**config.mk**
```make
export PLATFORM = sky130hd
export DESIGN_NAME = regfile_wport_arbiter
export DESIGN_NICKNAME = d
export VERILOG_FILES = /design/src/rtl/regfile_wport_arbiter.sv
export SDC_FILE = /design/constraint.sdc
export NUM_CORES = 1
export LEC_CHECK = 0
export BUFFER_PORTS_ARGS = -buffer_cell sky130_fd_sc_hd__clkbuf_2
export CAP_MARGIN = 25
export CORE_UTILIZATION = 39
export CTS_CLUSTER_SIZE = 10
export DETAILED_ROUTE_END_ITERATION = 10
export PLACE_DENSITY = 0.79
export SYNTH_ARGS = -nofsm -noshare
export SYNTH_HDL_FRONTEND = slang
export SYNTH_SLANG_ARGS = --single-unit
```
**constraint.sdc**
```tcl
create_clock -name clk -period 1.6 [get_ports clk]
set_clock_uncertainty 0.1 [all_clocks]
set_input_delay 0.08 -clock clk [delete_from_list [all_inputs] [get_ports clk]]
set_output_delay 0.08 -clock clk [all_outputs]
set_load 0.01 [all_outputs]
```
**src/rtl/regfile_wport_arbiter.sv**
```systemverilog
// Two-source arbiter for the single register-file write port.
// Source A has priority; B is promoted after MAX_WAIT consecutive denied cycles.
module regfile_wport_arbiter #(
    parameter int unsigned DATA_W   = 32,
    parameter int unsigned ADDR_W   = 5,
    parameter int unsigned MAX_WAIT = 4
) (
    input  logic              clk,
    input  logic              rst,
    input  logic              a_valid,
    input  logic [ADDR_W-1:0] a_addr,
    input  logic [DATA_W-1:0] a_data,
    output logic              a_ready,
    input  logic              b_valid,
    input  logic [ADDR_W-1:0] b_addr,
    input  logic [DATA_W-1:0] b_data,
    output logic              b_ready,
    output logic              wr_en,
    output logic [ADDR_W-1:0] wr_addr,
    output logic [DATA_W-1:0] wr_data,
    output logic              sel,
    output logic              b_starved
);

    localparam logic [3:0] MaxCnt = 4'(MAX_WAIT);

    typedef enum logic {PriA, PriB} state_t;

    state_t     state_q, state_d;
    logic [3:0] wait_cnt_q, wait_cnt_d;

    // Ready is held low during reset so no handshake can complete into a discarded write.
    always_comb begin
        a_ready = 1'b0;
        b_ready = 1'b0;
        if (!rst) begin
            unique case (state_q)
                PriA: begin
                    a_ready = a_valid;
                    b_ready = b_valid && !a_valid;
                end
                PriB: begin
                    b_ready = b_valid;
                    a_ready = a_valid && !b_valid;
                end
                default: ;
            endcase
        end
    end

    always_comb begin
        wait_cnt_d = wait_cnt_q;
        if (!b_valid || b_ready) begin
            wait_cnt_d = 4'd0;
        end else if (wait_cnt_q != MaxCnt) begin
            wait_cnt_d = wait_cnt_q + 4'd1;
        end
    end

    always_comb begin
        state_d = state_q;
        unique case (state_q)
            PriA: if (wait_cnt_d == MaxCnt) state_d = PriB;
            PriB: if (!b_valid || b_ready) state_d = PriA;
            default: state_d = PriA;
        endcase
    end

    always_ff @(posedge clk or posedge rst) begin
        if (rst) begin
            state_q    <= PriA;
            wait_cnt_q <= 4'd0;
        end else begin
            state_q    <= state_d;
            wait_cnt_q <= wait_cnt_d;
        end
    end

    // Writes to $0 still complete the handshake but never reach the register file.
    always_ff @(posedge clk or posedge rst) begin
        if (rst) begin
            wr_en   <= 1'b0;
            wr_addr <= '0;
            wr_data <= '0;
            sel     <= 1'b0;
        end else if (a_ready) begin
            wr_en   <= (a_addr != '0);
            wr_addr <= a_addr;
            wr_data <= a_data;
            sel     <= 1'b0;
        end else if (b_ready) begin
            wr_en   <= (b_addr != '0);
            wr_addr <= b_addr;
            wr_data <= b_data;
            sel     <= 1'b1;
        end else begin
            wr_en   <= 1'b0;
        end
    end

    assign b_starved = (state_q == PriB);

endmodule
```
Word-level counts from Yosys, hierarchy flattened
Index checks and enable logic that the tools add are counted.
Widths: inputs -> output; s select.
{"block": "totals", "reg_bits": 44, "output_inout_bits": 42}
{"block": "op_classes", "eq_ne": 2, "mux": 17, "n_reduce_logical": 8, "n_bitwise": 1, "n_addsub": 1}
{"cell": "$mux 32", "n": 2}
{"cell": "$mux 5", "n": 2}
{"cell": "$reduce_bool 5->1", "n": 2}
{"cell": "$mux 1", "n": 8}
{"cell": "$mux 4", "n": 2}
{"cell": "$pmux 1 s2", "n": 3}
{"cell": "$add 4x1->4 const B", "n": 1}
{"cell": "$eq 4x3->1 const B", "n": 1}
{"cell": "$ne 4x3->1 const B", "n": 1}
{"cell": "$logic_and 1x1->1", "n": 2}
{"cell": "$logic_not 1->1", "n": 2}
{"cell": "$reduce_bool 2->1", "n": 1}
{"cell": "$logic_or 1x1->1", "n": 1}
{"cell": "$not 1->1", "n": 1}

Longest topological paths before layout
{"block": "depth", "word_depth": 9, "mapped_depth": 5, "mapped_depth_nobuf": 5}

Worst setup path after synthesis
OpenSTA, ideal clock, no wires.
{"block": "synth_path", "path_kind": "register to register", "from": "register wait_cnt_q[0]", "to": "register state_q, in the netlist b_starved", "period_less_slack_ns": 1.485, "required_ns": 1.390, "setup_ns": 0.110, "slack_ns": 0.115, "stages_incl_launch_ff": 5, "arrival_time_ns": 1.274, "path_cell_list": "dfrtp_1 inv_1 ha_1 or3_1 o41ai_1"}
{"block": "synth_via", "elab_chain_len": 6, "word_cells_on_any_way": 7, "classes_between": "add/sub (1); eq/ne (2); mux (4)"}
{"item": "start: declaration", "line": "30", "rtl": "logic [3:0] wait_cnt_q, wait_cnt_d;"}
{"item": "start signal: assignment", "line": "75", "rtl": "wait_cnt_q <= wait_cnt_d;"}
{"item": "$add 4x1->4 / $ne 4x3->1 (equally long branches)", "line": "56, 55"}
{"item": "$mux 4 (*)", "line": "55", "rtl": "end else if (wait_cnt_q != MaxCnt) begin"}
{"item": "$mux 4 (*)", "line": "53", "rtl": "if (!b_valid || b_ready) begin"}
{"item": "$eq 4x3->1 (*)", "line": "63", "rtl": "PriA: if (wait_cnt_d == MaxCnt) state_d = PriB;"}
{"item": "$mux 1 (*)", "line": "63"}
{"item": "$pmux 1 s2 (*)", "line": "62", "rtl": "unique case (state_q)"}
{"item": "via state_d", "line": "29", "rtl": "state_t state_q, state_d;"}
{"item": "end signal: assignment", "line": "71", "rtl": "state_q <= PriA;"}
{"item": "end signal: assignment", "line": "74", "rtl": "state_q <= state_d;"}
{"item": "end: declaration", "line": "29"}
Mark *: on every way through the listed nets, which the timed path passes. The rest lies on a longest branch.
A chain may end at the register's enable or synchronous reset.

Final worst setup path
{"block": "layout_path", "from": "register state_q, in the netlist b_starved", "to": "register wr_data[27]"}
{"block": "layout_via", "elab_chain_len": 4, "word_cells_on_any_way": 7, "classes_between": "mux (5); bitwise (1); reduce/logical (1)"}
{"item": "$not 1->1", "line": "37", "rtl": "unique case (state_q)"}
{"item": "$pmux 1 s2", "line": "37"}
{"item": "$mux 1", "line": "36", "rtl": "if (!rst) begin"}
{"item": "$mux 32 / $reduce_bool 2->1 (equally long branches)"}
{"item": "end signal: assignment", "line": "89", "rtl": "wr_data <= a_data;"}
{"item": "end signal: assignment", "line": "94", "rtl": "wr_data <= b_data;"}
{"item": "end: declaration", "line": "20", "rtl": "output logic [DATA_W-1:0] wr_data,"}
Parallel ways exist; a longest one is shown, timed or not.

==> run summary <==
status - completed
crit share post-route - 98.1%
final-report hold violation count - 0
Clock Latency Late Sink - 0.29 ns
Sink Count - 44
ys flop type - dfrtp_1
antenna violations before repair - 0
clock buffer count from CTS - 5
Die Ht - 74.4 um
EDFF count, synth - 0
clk root buf - clkbuf_8
gr usage total - 27.0%
cells after synthesis - 170
compound-cell area share of the yosys netlist - 21.7%
Layout fillers - 338
CP max FO - 11
R2R Setup Slk - 0.03 ns
final slew viol count - 0
Max Cap Viol - 0
sequential cell area fraction in the yosys report - 53.9%
cell family with most CP delay - flip-flops
Mapped Area - 2040 um^2
TritonRoute pass-1 iters - 4
VDD IR max - 0.000503 V
Post-Synth Adder-Cell Area - 1.22%
Syn Area/Cell - 12.0 um^2
via count - 2300
synthesis-stage register bit count - 44
Critical Path Max Stage Delay - 0.44 ns
post-route ant nets - 0
Slew headroom - 50.9%
Syn Nets - 250
Leakage - 1.82 nW
Crit path buffers/inverters - 2
unrepaired setup endpoints after global routing - yes
row cnt - 25
Power Density - 790 nW/um^2
CP cell instances - and2b_2 > nor3b_4 > buf_6 > buf_6 > a221o_1
setup violators final - 0
number of global-route vias before repair - 2376
Initial Util - 41.9%
warnings from Yosys - 0
TritonCTS clock tree - done
critical path arrival - 1.65 ns
Final GP Congestion - 0.763
clk buf depth - 2
Critical-path top delay cell - dfrtp_2
post-synthesis xor/xnor area fraction - 0%
full die area - 5530 um^2
# nets final - 452
IO buf count - 119
Inst Count DP - 351
Critical Setup Path Class - reg -> reg
Req. time, crit path - 1.68 ns
DP HPWL - 3.68 mm
# diodes - 0
core area - 4880 um^2
Worst Hold Class - in -> reg
Final min period - 1.57 ns
Clock H-tree levels - 2
placed cell areas - 2710 um^2
Worst-path clk slew - 0.08 ns
Post-Synth Simple-Gate Area - 17.3%
largest net degree at the start of global routing - 45
most frequent CP cell - buf_6
routed len/inst - 16.6 um
asr flop ratio synth - 100%
Max Fclk - 0.637 GHz
share of cells above drive strength 1 - 39.7%
Unique masters post-synth - 29
main combinational cell family by area after synthesis - compound AO/OA/AOI/OAI gates
Final Instance Area - 3620 um^2
first-pass GRT wire length - 11.1 mm
Area Growth Syn to Fin - 77.4%
Residual DRC - 0
critical path launch point type - flip-flop
TNS Setup - 0 ns
Critical Path Sink Type - flip-flop
total grt overflow - 0
WL final - 7.30 mm
post-synthesis mux area share - 0.490%
Worst Tran Pin Value - 0.735 ns
Die Wd - 74.4 um
via density per instance - 5.23
io pins - 120
DR iter-0 viols - 101
final cell count without fillers - 440
[cell usage after synthesis, drive strengths merged, types with 2 or more instances]
cell | instances | area share [%]
dfrtp | 44 | 54
a221o | 37 | 18
and2 | 37 | 11
buf | 9 | 3.7
inv | 6 | 1.1
nor2 | 6 | 1.1
nand2 | 4 | 0.73
nor3 | 4 | 0.98
clkbuf | 3 | 0.55
ha | 2 | 1.2
nand3 | 2 | 0.49
o21ai | 2 | 0.49
o21bai | 2 | 1.3
[sequential cells by signal, summed over array words and instances (netlist names)]
name	count
wr_addr	5
b_starved	1
sel	1
wr_data	32
wr_en	1
wait_cnt_q	4
[stage by stage]
stage / setup WS [ns] / total power [mW] / hold slack (ns) / util [%]
final: 0.0309 / 2.86 / 0.0437 / 74.3
after global routing: -0.0474 / 3.00 / 0.0587 / 74.3
after CTS: -0.00356 / 2.83 / 0.0102 / 73.4
after detailed placement: 0.0712 / 1.96 / 0.218 / 55.5
after global placement: 0.114 / 1.95 / 0.210 / 55.5
after floorplan: 0.115 / 1.66 / -0.00449 / -
[final cells by class]
cell class                      instances  area, um^2  share of cell area (%)
Timing Repair Buffer                  207        1470                    40.5
Sequential cell                        44        1100                    30.4
Multi-Input combinational cell        108         856                    23.6
Tap cell                               67        83.8                    2.31
Clock buffer                            6        82.6                    2.28
Inverter                                6        22.5                   0.621
Clock inverter                          2        10.0                   0.276
[worst register-to-register path: stages, from the launching register on]
cell,delay [ns]
dfrtp_2,0.44
and2b_2,0.26
nor3b_4,0.06
buf_6,0.12
buf_6,0.14
a221o_1,0.34
[where the power goes]
part | total, mW | switching, mW | internal, mW
clock network | 0.726 | 0.381 | 0.345
logic | 0.814 | 0.360 | 0.455
registers | 1.32 | 0.0777 | 1.24
total | 2.86 | 0.818 | 2.04
[repair_timing]
action                                  in CTS  in global routing
buffers inserted                             2                  4
hold buffers                                76                  0
resized for setup                            2                 10
pin swaps                                    4                 18
endpoints found under the setup margin       1                 42
hold endpoints to repair                    82                  0
[layer usage]
metal,up-vias,track usage [%],wire length [um]
met5,-,0,0
met2,112,51.1,3950
met1,1109,28.5,2670
met4,0,12.4,244
li1,1048,-,-
met3,31,5.42,428
[worst paths after layout]
kind                                          start                       to  cells past startpoint
min in group asynchronous                       rst  wait_cnt_q[2]$_DFF_PP0_                      4
worst min register to register      sel$_DFFE_PP0P_          sel$_DFFE_PP0P_                      2
worst min-delay path                            rst      b_starved$_DFF_PP0_                      3
max in group asynchronous                       rst      b_starved$_DFF_PP0_                      4
worst max register to register  b_starved$_DFF_PP0_  wr_data[27]$_DFFE_PP0P_                      5
worst max-delay path            b_starved$_DFF_PP0_  wr_data[27]$_DFFE_PP0P_                      5
[cell usage in the layout (no fill, tap or decap), types with 2 or more instances in the layout]
| cell | synthesis | final |
|---|---|---|
| clkbuf_8 | 0 | 6 |
| clkbuf_2 | 0 | 118 |
| nor3_1 | 4 | 4 |
| dfrtp_1 | 44 | 43 |
| o21ai_1 | 1 | 2 |
| inv_1 | 5 | 5 |
| nand2_1 | 4 | 4 |
| and2_1 | 37 | 37 |
| buf_6 | 5 | 5 |
| buf_4 | 0 | 8 |
| nand3_1 | 2 | 2 |
| nor2_1 | 6 | 6 |
| a221o_1 | 37 | 37 |
| clkinv_2 | 0 | 2 |
| dlygate4sd3_1 | 0 | 76 |
[cell families after synthesis]
family / Yosys count
AO/OA/AOI/OAI: 46
adder cells (fa/ha/maj): 2
buffers and inverters: 18
flip-flops: 44
multiplexers: 1
AND/OR/NAND/NOR: 59
No activity file was read; power rests on OpenSTA's default activity.
